## src/rtl/uart_pkg.sv

```systemverilog
// rtl/uart_pkg.sv - shared UART byte width and default receive queue depth
package uart_pkg;

  localparam int UART_DATA_W   = 8;
  localparam int UART_RX_DEPTH = 8;

  typedef logic [UART_DATA_W-1:0] uart_byte_t;

endpackage : uart_pkg

```

## src/rtl/uart_rx_fifo_ram.sv

```systemverilog
// rtl/uart_rx_fifo_ram.sv - receive queue storage: one write port, asynchronous read port
module uart_rx_fifo_ram
  import uart_pkg::*;
#(
  parameter int DEPTH = UART_RX_DEPTH,
  parameter int W     = UART_DATA_W
) (
  input  logic                     sysclk,
  input  logic                     we,
  input  logic [$clog2(DEPTH)-1:0] waddr,
  input  logic [W-1:0]             wdata,
  input  logic [$clog2(DEPTH)-1:0] raddr,
  output logic [W-1:0]             rdata
);

  // Contents are deliberately not reset; the top masks reads while the queue is empty.
  logic [W-1:0] mem [DEPTH];

  always_ff @(posedge sysclk) begin
    if (we) begin
      mem[waddr] <= wdata;
    end
  end

  assign rdata = mem[raddr];

endmodule : uart_rx_fifo_ram

```

## src/rtl/uart_rx_fifo.sv

```systemverilog
// rtl/uart_rx_fifo.sv - first-word-fall-through byte queue from UART receiver to CPU
// Optional registered irq output when UART_RX_FIFO_IRQ_EN is defined.
module uart_rx_fifo
  import uart_pkg::*;
#(
  parameter int DEPTH     = UART_RX_DEPTH,
  parameter int IRQ_LEVEL = 4
) (
  input  logic                     sysclk,
  input  logic                     reset,
  input  logic                     RX_STATUS,
  input  logic [UART_DATA_W-1:0]   RX_DATA,
  input  logic                     rd_en,
  output logic [UART_DATA_W-1:0]   rd_data,
  output logic                     empty,
  output logic                     full,
  output logic [$clog2(DEPTH):0]   level,
  output logic                     overrun,
  input  logic                     clr_ovr
`ifdef UART_RX_FIFO_IRQ_EN
  ,
  output logic                     irq
`endif
);

  localparam int AW = $clog2(DEPTH);
  localparam int PW = AW + 1;

  logic [PW-1:0] wr_ptr_q, rd_ptr_q;
  logic [PW-1:0] wr_ptr_nxt, rd_ptr_nxt;
  logic [PW-1:0] level_q, level_nxt;
  logic          empty_q, full_q, overrun_q;
  logic          empty_nxt, full_nxt, overrun_nxt;
  uart_byte_t    head, last_pop_q;
  logic          do_push, do_pop, drop;

  // A full queue still accepts a byte when the CPU pops in the same cycle.
  assign do_pop  = rd_en & ~empty_q;
  assign do_push = RX_STATUS & (~full_q | do_pop);
  assign drop    = RX_STATUS & full_q & ~rd_en;

  always_comb begin
    wr_ptr_nxt = wr_ptr_q;
    rd_ptr_nxt = rd_ptr_q;
    if (do_push) begin
      wr_ptr_nxt = wr_ptr_q + PW'(1);
    end
    if (do_pop) begin
      rd_ptr_nxt = rd_ptr_q + PW'(1);
    end
    level_nxt = wr_ptr_nxt - rd_ptr_nxt;
    empty_nxt = (wr_ptr_nxt == rd_ptr_nxt);
    full_nxt  = (wr_ptr_nxt[AW] != rd_ptr_nxt[AW]) &&
                (wr_ptr_nxt[AW-1:0] == rd_ptr_nxt[AW-1:0]);
    // A drop in the same cycle as clr_ovr keeps the flag set.
    overrun_nxt = overrun_q;
    if (drop) begin
      overrun_nxt = 1'b1;
    end else if (clr_ovr) begin
      overrun_nxt = 1'b0;
    end
  end

  always_ff @(posedge sysclk or negedge reset) begin
    if (!reset) begin
      wr_ptr_q   <= '0;
      rd_ptr_q   <= '0;
      level_q    <= '0;
      empty_q    <= 1'b1;
      full_q     <= 1'b0;
      overrun_q  <= 1'b0;
      last_pop_q <= '0;
    end else begin
      wr_ptr_q  <= wr_ptr_nxt;
      rd_ptr_q  <= rd_ptr_nxt;
      level_q   <= level_nxt;
      empty_q   <= empty_nxt;
      full_q    <= full_nxt;
      overrun_q <= overrun_nxt;
      if (do_pop) begin
        last_pop_q <= head;
      end
    end
  end

  uart_rx_fifo_ram #(
    .DEPTH (DEPTH),
    .W     (UART_DATA_W)
  ) u_ram (
    .sysclk (sysclk),
    .we     (do_push),
    .waddr  (wr_ptr_q[AW-1:0]),
    .wdata  (RX_DATA),
    .raddr  (rd_ptr_q[AW-1:0]),
    .rdata  (head)
  );

  // While empty, hold the last popped byte so rd_data never shows stale RAM.
  assign rd_data = empty_q ? last_pop_q : head;
  assign empty   = empty_q;
  assign full    = full_q;
  assign level   = level_q;
  assign overrun = overrun_q;

`ifdef UART_RX_FIFO_IRQ_EN
  localparam logic [PW-1:0] IRQ_LVL = PW'(IRQ_LEVEL);

  logic irq_q;

  always_ff @(posedge sysclk or negedge reset) begin
    if (!reset) begin
      irq_q <= 1'b0;
    end else begin
      irq_q <= (level_nxt >= IRQ_LVL) | overrun_nxt;
    end
  end

  assign irq = irq_q;
`endif

endmodule : uart_rx_fifo

```

## config.mk

```make
export PLATFORM = sky130hd
export DESIGN_NAME = uart_rx_fifo
export DESIGN_NICKNAME = d
export VERILOG_FILES = /design/src/rtl/uart_pkg.sv /design/src/rtl/uart_rx_fifo_ram.sv /design/src/rtl/uart_rx_fifo.sv
export SDC_FILE = /design/constraint.sdc
export NUM_CORES = 1
export LEC_CHECK = 0
export BUFFER_PORTS_ARGS = -buffer_cell sky130_fd_sc_hd__buf_2
export CELL_PAD_IN_SITES_DETAIL_PLACEMENT = 2
export CELL_PAD_IN_SITES_GLOBAL_PLACEMENT = 2
export CORE_MARGIN = 2
export CORE_UTILIZATION = 44
export CTS_CLUSTER_DIAMETER = 100
export DETAILED_ROUTE_END_ITERATION = 10
export HOLD_SLACK_MARGIN = 0.05
export PLACE_DENSITY_LB_ADDON = 0.1
export SYNTH_ARGS = -nofsm -noshare
export SYNTH_HDL_FRONTEND = slang
export SYNTH_SLANG_ARGS = --single-unit
```

## constraint.sdc

```tcl
create_clock -name sysclk -period 2.8 [get_ports sysclk]
set_input_delay 0.28 -clock sysclk [delete_from_list [all_inputs] [get_ports sysclk]]
set_output_delay 0.28 -clock sysclk [all_outputs]
set_load 0.005 [all_outputs]
```

==> results of run 1 <==
==> what timing repair did <==
action,CTS,global route
endpoints found under the hold margin,22,0
hold buffers,1,0
endpoints found under the setup margin,0,1
gates resized for setup,0,1
==> registers in the layout, summed over array words and instances (netlist names) <==
register    count
empty           1
level           4
wr_ptr_q        4
full            1
u_ram.mem      64
overrun         1
last_pop_q      8
rd_ptr_q        4
==> power breakdown <==
part	switching, mW	internal [mW]
sequential	0.159	1.69
combinational	0.990	0.943
clock	0.472	0.337
total	1.62	2.97
==> routing by layer <==
metal,share of wire,vias to the layer above
met5,0,-
met4,0.015,0
met3,0.042,12
met2,0.50,37
met1,0.44,1044
li1,-,885
==> through the flow <==
| stage | area [um2] | utilization | cells |
|---|---|---|---|
| 6_report | 4160 | 0.509 | 364 |
| 5_1_grt | 4160 | 0.509 | 364 |
| 4_1_cts | 4160 | 0.509 | 364 |
| 3_5_place_dp | 3970 | 0.485 | 347 |
| 3_3_place_gp | 3970 | 0.485 | 347 |
| 2_1_floorplan | 3680 | - | 212 |
==> final cells by class <==
cell class / instances / area, um2 / share of cell area
flip-flops and latches: 87 / 2500 / 0.600
clock inverters: 6 / 55.1 / 0.0132
inverters: 9 / 33.8 / 0.00811
multi-input cells: 107 / 1080 / 0.260
well taps: 105 / 131 / 0.0316
clock buffers: 10 / 128 / 0.0306
repair buffers: 40 / 235 / 0.0565
==> logic make-up (layout without fill, tap and decap cells) <==
family,Yosys count,in the layout
AOI/OAI and AO/OA,9,9
xor gates and xnor gates,10,10
adders and majority gates,6,6
buffers and inverters,18,65
DFF,87,87
muxes,33,33
and+or+nand+nor,49,49
==> placed cells by master (no fill, tap or decap), drive strengths merged <==
cell type,instances
edfxtp,64
buf,39
nand2,31
dfrtp,22
mux2,17
mux4,16
inv,11
clkbuf,10
xnor2,9
ha,6
nor2,4
nor3,4
a21oi,4
nand2b,3
clkinv,3
nand4,2
nand3,2
a21boi,1
nor2b,1
o21ai,1
xor2,1
a2111o,1
o211a,1
nor4,1
and4,1
o22ai,1
clkinvlp,1
dfstp,1
dlygate4sd3,1
==> how the worst min path moves through the flow <==
stage,start,end,slack [ps],cells after the start
6_report,clr_ovr,overrun,110,2
5_1_grt,clr_ovr,overrun,100,2
4_1_cts,clr_ovr,overrun,100,2
3_5_place_dp,reset,last_pop_q[2],300,1
3_3_place_gp,reset,last_pop_q[2],280,1
2_1_floorplan,reset,full,-20,0
==> critical path, cell delays in order (launching register included) <==
cell and delay (ps):
dfrtp_1 370, buf_4 260, mux4_1 600, mux2_4 310, mux2_2 280, buf_2 130
==> impl_metrics.json, run 1 <==
{
  "dpl.hpwl_mm": 5.94,
  "worstPathRequired_ps": 2520,
  "synthTopCellsByArea": "edfxtp_1 (52%), dfrtp_1 (15%), mux4_1 (5.7%), mux4_2 (4.9%), mux2_4 (3.7%)",
  "drc_errors": 0,
  "worst_pin_slew_ps": 543,
  "met2_usage": 0.333,
  "viasPerCell": 5.43,
  "worstSetupPathType": "reg -> out",
  "pin_count": 28,
  "synthSimpleGateAreaFrac": 0.0622,
  "grt_pass1_wl_mm": 13.0,
  "synth_xor_area_frac": 0.0258,
  "drv_slew": 0,
  "gp_congestion": 0.735,
  "num_antenna_cells": 0,
  "muxShareOfSynthArea": 0.167,
  "end_kind": "output port",
  "start_kind": "register",
  "async_reset_ff_frac": 0.264,
  "drive_gt1_frac": 0.328,
  "yosysWarnings": 0,
  "io_buffers": 27,
  "crit_fanout": 11,
  "busiest_layer": "met2",
  "fmax_ghz": 0.388,
  "timing.final.crit_share": 0.920,
  "synth_top_family_by_area": "multiplexers",
  "rr_worst_depth": 9,
  "reg2reg_slack_ps": 250,
  "grt_antenna_before_repair": 0,
  "dr.pass1.iters": 4,
  "pre_cts_ws_ps": 167,
  "leakage_nw": 1.62,
  "synthesis.area_mm2": 0.00368,
  "cts_tree": "done",
  "ir_drop_mv": 0.515,
  "rr_endpoint": "level[3]",
  "cts.sinks": 87,
  "nets": 273,
  "ant_nets": 0,
  "synth.avg_cell_area_um2": 17.4,
  "vias": 1978,
  "cts_made_buffers": 9,
  "hold_violations": 0,
  "cts_max_level": 3,
  "syn_nets": 231,
  "grt_use_total": 0.205,
  "whs_ps": 111,
  "core_mm2": 0.00818,
  "fill_cells": 754,
  "synth-main-ff-cell": "edfxtp_1",
  "synth_top_area_cell": "edfxtp_1",
  "die_h_um": 95.5,
  "die_width_um": 95.5,
  "synth_edf_count": 64,
  "crit_end": "rd_data[7]",
  "grt_max_degree": 24,
  "clk_pin_slew_ps": 90,
  "finalSetupTns_ps": 0,
  "timing.rr.start": "empty",
  "area_growth_pct": 13.2,
  "wl_per_cell_um": 23.5,
  "dieArea_mm2": 0.00911,
  "drv_cap": 0,
  "drt_iter0_markers": 126,
  "start_util": 0.450,
  "clockBufferDepth": 2,
  "num_rows": 33,
  "rsz0062_at_grt": "no",
  "hp-class": "in -> reg",
  "setup_ws_ps": 223,
  "skew_ps": 8.86,
  "cp-startpoint": "rd_ptr_q[0]",
  "synthCells": 212,
  "yosysMostFrequentCell": "edfxtp_1",
  "root_buffer": "clkbuf_8",
  "synth_common_cells": "edfxtp_1 (64), nand2_1 (31), dfrtp_1 (22), inv_1 (9), mux2_4 (9)",
  "outcome": "finished, final reports clean",
  "synth-adder-area-share": 0.0204,
  "routed_wl_mm": 8.55,
  "fin_crit_ps": 2580,
  "power.total_mw": 4.59,
  "grt_use_met1": 0.279,
  "synth-seq-cells": 87,
  "ys_types": 35,
  "overflow": 0,
  "clock_latency_ps": 350,
  "met3_usage": 0.0411,
  "cellPowerDensity_mw_per_mm2": 1100,
  "first_global_vias": 2163,
  "cts_setup_buffers": 0,
  "slew_headroom": 0.638,
  "final-setup-viol-count": 0,
  "synth-compound-area-share": 0.0173,
  "ys_seq_area_frac": 0.679,
  "synth.top_cell.area_share": 0.522,
  "critPathArrivalTime_ps": 2300
}
No activity file was read; power rests on OpenSTA's default activity.
==> run 2: changes to the inputs <==
Settings changed: MAX_ROUTING_LAYER set to met4, PLACE_DENSITY set to 0.83, PLACE_DENSITY_LB_ADDON 0.1 to not set.
==> run 2 against run 1 <==
Compared with the run above: cell count unchanged; critical path depth unchanged; clock skew rose by 1.3 ps; count of clock-buffer cells in the layout decreased by 1; sequential power hardly changed; global-route usage up 0.44 points; via count fell by 0.20%; critical path type unchanged; critical endpoint is now rd_data[2].
==> impl_metrics.json, run 2 (synthesis gave the netlist of run 1 again) <==
{
  "outcome": "finished, final reports clean",
  "gp_congestion": 0.742,
  "swShare": 0.349,
  "die_width_um": 95.5,
  "worst_pin_slew_ps": 554,
  "num_rows": 33,
  "largest_register_ffs": 64,
  "final_cell_mix": "edfxtp_1 (64), nand2_1 (31), buf_2 (27)",
  "hp-class": "in -> reg",
  "setup_ws_ps": 130,
  "cts_max_level": 3,
  "busiest_layer": "met2",
  "fmax_ghz": 0.375,
  "start_kind": "register",
  "met3_usage": 0.0261,
  "slew_headroom": 0.628,
  "hold_start": "clr_ovr",
  "critPathArrivalTime_ps": 2390,
  "die_h_um": 95.5,
  "rr_worst_depth": 9,
  "grt_max_degree": 24,
  "skew_ps": 10.2,
  "start_util": 0.450,
  "dpl.hpwl_mm": 5.80,
  "worstSetupPathType": "reg -> out",
  "slowest_delay_ps": 670,
  "clk_pin_slew_ps": 90,
  "switching_power_mw": 1.58,
  "cts_setup_buffers": 0,
  "drv_cap": 0,
  "drive_gt1_frac": 0.328,
  "internal_power_mw": 2.95,
  "pin_count": 28,
  "cp_slowest_cell": "mux4_1",
  "cp-startpoint": "rd_ptr_q[0]",
  "nets": 273,
  "core_mm2": 0.00818,
  "clock_latency_ps": 360,
  "pwr-share-clk": 0.178,
  "grt_use_met1": 0.263,
  "cts.sinks": 87,
  "crit_fanout": 19,
  "pre_cts_ws_ps": 283,
  "timing.rr.start": "empty",
  "fin_crit_ps": 2670,
  "drt_iter0_markers": 77,
  "dr.pass1.iters": 4,
  "grt_antenna_before_repair": 0,
  "vias": 1974,
  "drc_errors": 0,
  "wl_per_cell_um": 22.8,
  "fill_cells": 764,
  "routed_wl_mm": 8.32,
  "leakage_nw": 1.62,
  "hold_violations": 0,
  "ant_nets": 0,
  "placedInstanceArea_mm2": 0.00397,
  "grt_use_total": 0.210,
  "regMostFlops": "u_ram.mem",
  "area_growth_pct": 13.0,
  "cts_made_buffers": 9,
  "final_cell_area_mm2": 0.00416,
  "timing.final.crit_share": 0.954,
  "io_buffers": 27,
  "cellPowerDensity_mw_per_mm2": 1090,
  "hold_depth": 2,
  "clockBufferDepth": 2,
  "ir_drop_mv": 0.426,
  "viasPerCell": 5.42,
  "overflow": 0,
  "final-setup-viol-count": 0,
  "reg.largest.list": "u_ram.mem (64), last_pop_q (8)",
  "cts_tree": "done",
  "combPwrFrac": 0.411,
  "met2_usage": 0.358,
  "finalSetupTns_ps": 0,
  "drv_slew": 0,
  "layout_commonest_cell": "edfxtp_1",
  "first_global_vias": 2223,
  "root_buffer": "clkbuf_8",
  "worstPathRequired_ps": 2520,
  "rsz0062_at_grt": "no",
  "num_antenna_cells": 0,
  "dieArea_mm2": 0.00911,
  "grt_pass1_wl_mm": 13.0,
  "seq_power_share": 0.411,
  "end_kind": "output port",
  "worstPathCellList": "buf_4 > mux4_1 > mux2_4 > mux2_2 > buf_2"
}
==> run 2: per-layer routing <==
layer / part of all wire / vias up
li1: - / 882
met1: 0.44 / 1044
met2: 0.53 / 39
met3: 0.024 / 9
met4: 0.011 / 0
met5: 0 / -
==> run 2: final timing paths <==
kind | end | slack [ps]
max in group asynchronous | empty | 1980
worst min-delay path | overrun | 110
worst min register to register | last_pop_q[7] | 490
min in group asynchronous | rd_ptr_q[3] | 430
worst max-delay path | rd_data[2] | 130
worst max register to register | level[3] | 270
==> run 2: cell type report <==
type                            count  area [um2]  share of cell area
Sequential cell                    87        2500               0.601
Multi-Input combinational cell    107        1080               0.259
Clock buffer                        9         124              0.0298
Clock inverter                      7        56.3              0.0135
Tap cell                          105         131              0.0316
Inverter                            9        33.8             0.00813
Timing Repair Buffer               40         235              0.0566
==> run 2: worst max-delay path, delay by kind of cell (launching register included) <==
kind	cells	cell delay (ps)
buffers and inverters	2	450
flip-flops	1	340
multiplexers	3	1230
==> run 2: timing repair <==
item,in CTS,in global routing
hold buffers,1,0
resized for setup,0,0
hold endpoints to repair,22,0
==> run 2: stage by stage <==
stage                      util  hold slack (ps)  total power, mW  std cells
after detailed placement  0.485              296             3.77        347
final                     0.509              107             4.53        364
after floorplan               -            -15.6             3.17        212
after CTS                 0.509             92.0             4.60        364
after global routing      0.509              105             4.84        364
after global placement    0.485              293             3.64        347
==> run 2: power groups by stage <==
stage | clock network (mW) | registers [mW] | logic, mW
after detailed placement | 0 | 1.89 | 1.88
after floorplan | 0 | 1.81 | 1.36
final | 0.806 | 1.86 | 1.86
after global placement | 0 | 1.86 | 1.78
after CTS | 0.830 | 1.86 | 1.91
after global routing | 0.872 | 1.89 | 2.07
==> run 3: changes to the inputs <==
Settings changed: ABC_AREA set to 1, CORE_UTILIZATION 44 to 40, PLACE_DENSITY 0.83 to 0.84.
Clock period 2.8 ns to 2.58 ns, I/O delays scaled along.
==> run 3 against run 2 <==
Compared with the run above: cell count is 31% higher; synthesized cell count is 52% higher; sequential cell count stayed put; area after synthesis is 0.75% lower; critical endpoint unchanged; combinational power is 12% higher; critical path type unchanged; power is 10% higher; sequential power is 9% higher; critical path depth is 2 higher; sequential share of layout area stayed put; routed wire length is 18% higher.
==> impl_metrics.json, run 3 <==
{
  "outcome": "finished, final reports clean",
  "hold_depth": 2,
  "ys_types": 25,
  "timing.final.crit_share": 0.933,
  "wl_met3_um": 296,
  "fin_crit_ps": 2410,
  "synth.avg_cell_area_um2": 11.3,
  "io_buffers": 27,
  "drt_iter0_markers": 120,
  "leakage_nw": 1.62,
  "final-setup-viol-count": 0,
  "ys_seq_area_frac": 0.684,
  "critPathArrivalTime_ps": 2150,
  "drive_gt1_frac": 0.188,
  "cellPowerDensity_mw_per_mm2": 1200,
  "num_antenna_cells": 0,
  "wirelength_met1_mm": 4.25,
  "synthCells": 323,
  "layout_commonest_cell": "edfxtp_1",
  "synthTopCellsByArea": "edfxtp_1 (53%), dfrtp_1 (15%), o21ai_0 (7.4%), nor2_1 (5.1%), nand2_1 (4.7%)",
  "core_mm2": 0.00881,
  "hold_violations": 0,
  "dpl.hpwl_mm": 6.84,
  "worst_pin_slew_ps": 651,
  "timing.rr.start": "empty",
  "area_growth_pct": 13.8,
  "drv_slew": 0,
  "drc_errors": 0,
  "finish.utilization": 0.472,
  "worstPathCellList": "inv_1 > buf_4 > o21ai_0 > o22ai_1 > o21ai_0 > o21ai_0 > buf_2",
  "grt_use_total": 0.221,
  "slew_headroom": 0.566,
  "rr_endpoint": "level[3]",
  "power.total_mw": 4.99,
  "synth-seq-cells": 87,
  "syn_nets": 342,
  "finalNonFillerCells": 476,
  "fill_cells": 899,
  "routed_wl_mm": 9.78,
  "final_cell_mix": "edfxtp_1 (64), o21ai_0 (53), nor2_1 (50)",
  "largest_register_ffs": 64,
  "crit_cells": 7,
  "pre_cts_ws_ps": 322,
  "holdPathEnd": "overrun",
  "worstSetupPathType": "reg -> out",
  "met2_wirelength_mm": 5.04,
  "clock_latency_ps": 370,
  "skew_ps": 11.3,
  "ant_nets": 0,
  "grt_max_degree": 24,
  "die_width_um": 99.6,
  "yosysWarnings": 0,
  "nets": 382,
  "cts_tree": "done",
  "dr.pass1.iters": 4,
  "regMostFlops": "u_ram.mem",
  "crit_fanout": 20,
  "ir_drop_mv": 0.405,
  "wl_per_cell_um": 20.6,
  "overflow": 0,
  "cts_max_level": 3,
  "num_rows": 34,
  "async_reset_ff_frac": 0.264,
  "first_global_vias": 2877,
  "grt_antenna_before_repair": 0,
  "reg.largest.list": "u_ram.mem (64), last_pop_q (8)",
  "hold_start": "clr_ovr",
  "synth-main-ff-cell": "edfxtp_1",
  "clockBufferDepth": 2,
  "fmax_ghz": 0.415,
  "hp-class": "in -> reg",
  "top_layer_used": "met4",
  "root_buffer": "clkbuf_8",
  "end_kind": "output port",
  "viasPerCell": 5.43,
  "start_kind": "register",
  "cts.sinks": 87,
  "drv_cap": 0,
  "worstPathRequired_ps": 2320,
  "finalSetupTns_ps": 0,
  "die_h_um": 99.6,
  "setup_ws_ps": 173,
  "reg2reg_slack_ps": 190,
  "synth_top_area_cell": "edfxtp_1",
  "clk_pin_slew_ps": 100,
  "synth.top_cell.area_share": 0.526,
  "cpLargestDelayFamily": "compound AO/OA/AOI/OAI gates",
  "crit_top_cell": "o21ai_0",
  "synth_common_cells": "edfxtp_1 (64), o21ai_0 (54), nor2_1 (50), nand2_1 (46), dfrtp_1 (22)",
  "rsz0062_at_grt": "no",
  "dieArea_mm2": 0.00991,
  "vias": 2584,
  "pin_count": 28,
  "cp_slowest_cell": "dfrtp_1",
  "critPathBufInv": 3,
  "rr_worst_depth": 13,
  "grt_pass1_wl_mm": 15.8,
  "yosysMostFrequentCell": "edfxtp_1",
  "dp_cells": 459,
  "slowest_delay_ps": 510,
  "start_util": 0.415,
  "gp_congestion": 0.765,
  "synthesis.area_mm2": 0.00365,
  "synth_edf_count": 64,
  "cts_made_buffers": 9
}
==> run 3: cell count changes in the layout (fill, tap and decap cells not counted), moves of 7 or more <==
cell / previous run / this run
nand2_1: 31 / 46
mux4_2: 8 / 0
inv_1: 9 / 18
nor2_1: 4 / 50
nand3_1: 2 / 11
xnor2_1: 8 / 1
o22ai_1: 1 / 9
mux4_1: 8 / 0
mux2_4: 9 / 0
o211ai_1: 0 / 8
o21ai_0: 0 / 53
mux2_2: 8 / 0
==> run 3: kinds of logic (layout without fill, tap and decap cells) <==
| kind of cell | Yosys count | in the layout | synth area share |
|---|---|---|---|
| adder cells (fa/ha/maj) | 6 | 6 | 0.0206 |
| XOR/XNOR | 4 | 4 | 0.00959 |
| buffers and inverters | 36 | 81 | 0.0435 |
| AO/OA/AOI/OAI | 75 | 75 | 0.112 |
| AND/OR/NAND/NOR | 115 | 115 | 0.130 |
| flip-flops | 87 | 87 | 0.684 |
==> run 3: worst max path at each step <==
| stage | from | endpoint | slack [ps] |
|---|---|---|---|
| finish | rd_ptr_q[0] | rd_data[2] | 170 |
| floorplan | empty | level[3] | 650 |
| detailed placement | empty | level[3] | 320 |
| global route | rd_ptr_q[0] | rd_data[7] | 1 |
| global placement | empty | level[3] | 450 |
| CTS | rd_ptr_q[0] | rd_data[1] | 50 |
==> run 3: what timing repair did <==
action / in CTS / in global routing
setup buffers: 0 / 0
gates resized for setup: 0 / 2
hold buffers: 1 / 0
endpoints found under the setup margin: 0 / 4
endpoints found under the hold margin: 22 / 0
==> run 3: cell type report <==
cell class	instances	area, um2	area share
clock buffer	9	124	0.0298
sequential	87	2500	0.601
clock inverter	7	57.6	0.0138
inverter	21	78.8	0.0190
multi-input combinational	200	995	0.239
timing repair buffer	44	269	0.0647
tap	108	135	0.0325
==> run 3: metal layers <==
metal  global-route usage  up-vias
met2                0.373       53
met4               0.0801        0
li1                     -     1199
met1                0.274     1314
met5                    -        -
met3               0.0302       18
==> run 3: power by group <==
part	total [mW]	leakage (nW)	internal, mW	switching (mW)
clock network	0.886	0.0873	0.359	0.526
registers	2.02	0.855	1.82	0.203
logic	2.08	0.677	0.731	1.35
==> run 3: per-stage QoR <==
step / instance area (um2) / hold slack (ps)
after floorplan: 3650 / -37.6
after global placement: 3960 / 269
after detailed placement: 3960 / 279
after CTS: 4150 / 80.8
after global routing: 4160 / 86.7
final: 4160 / 91.1
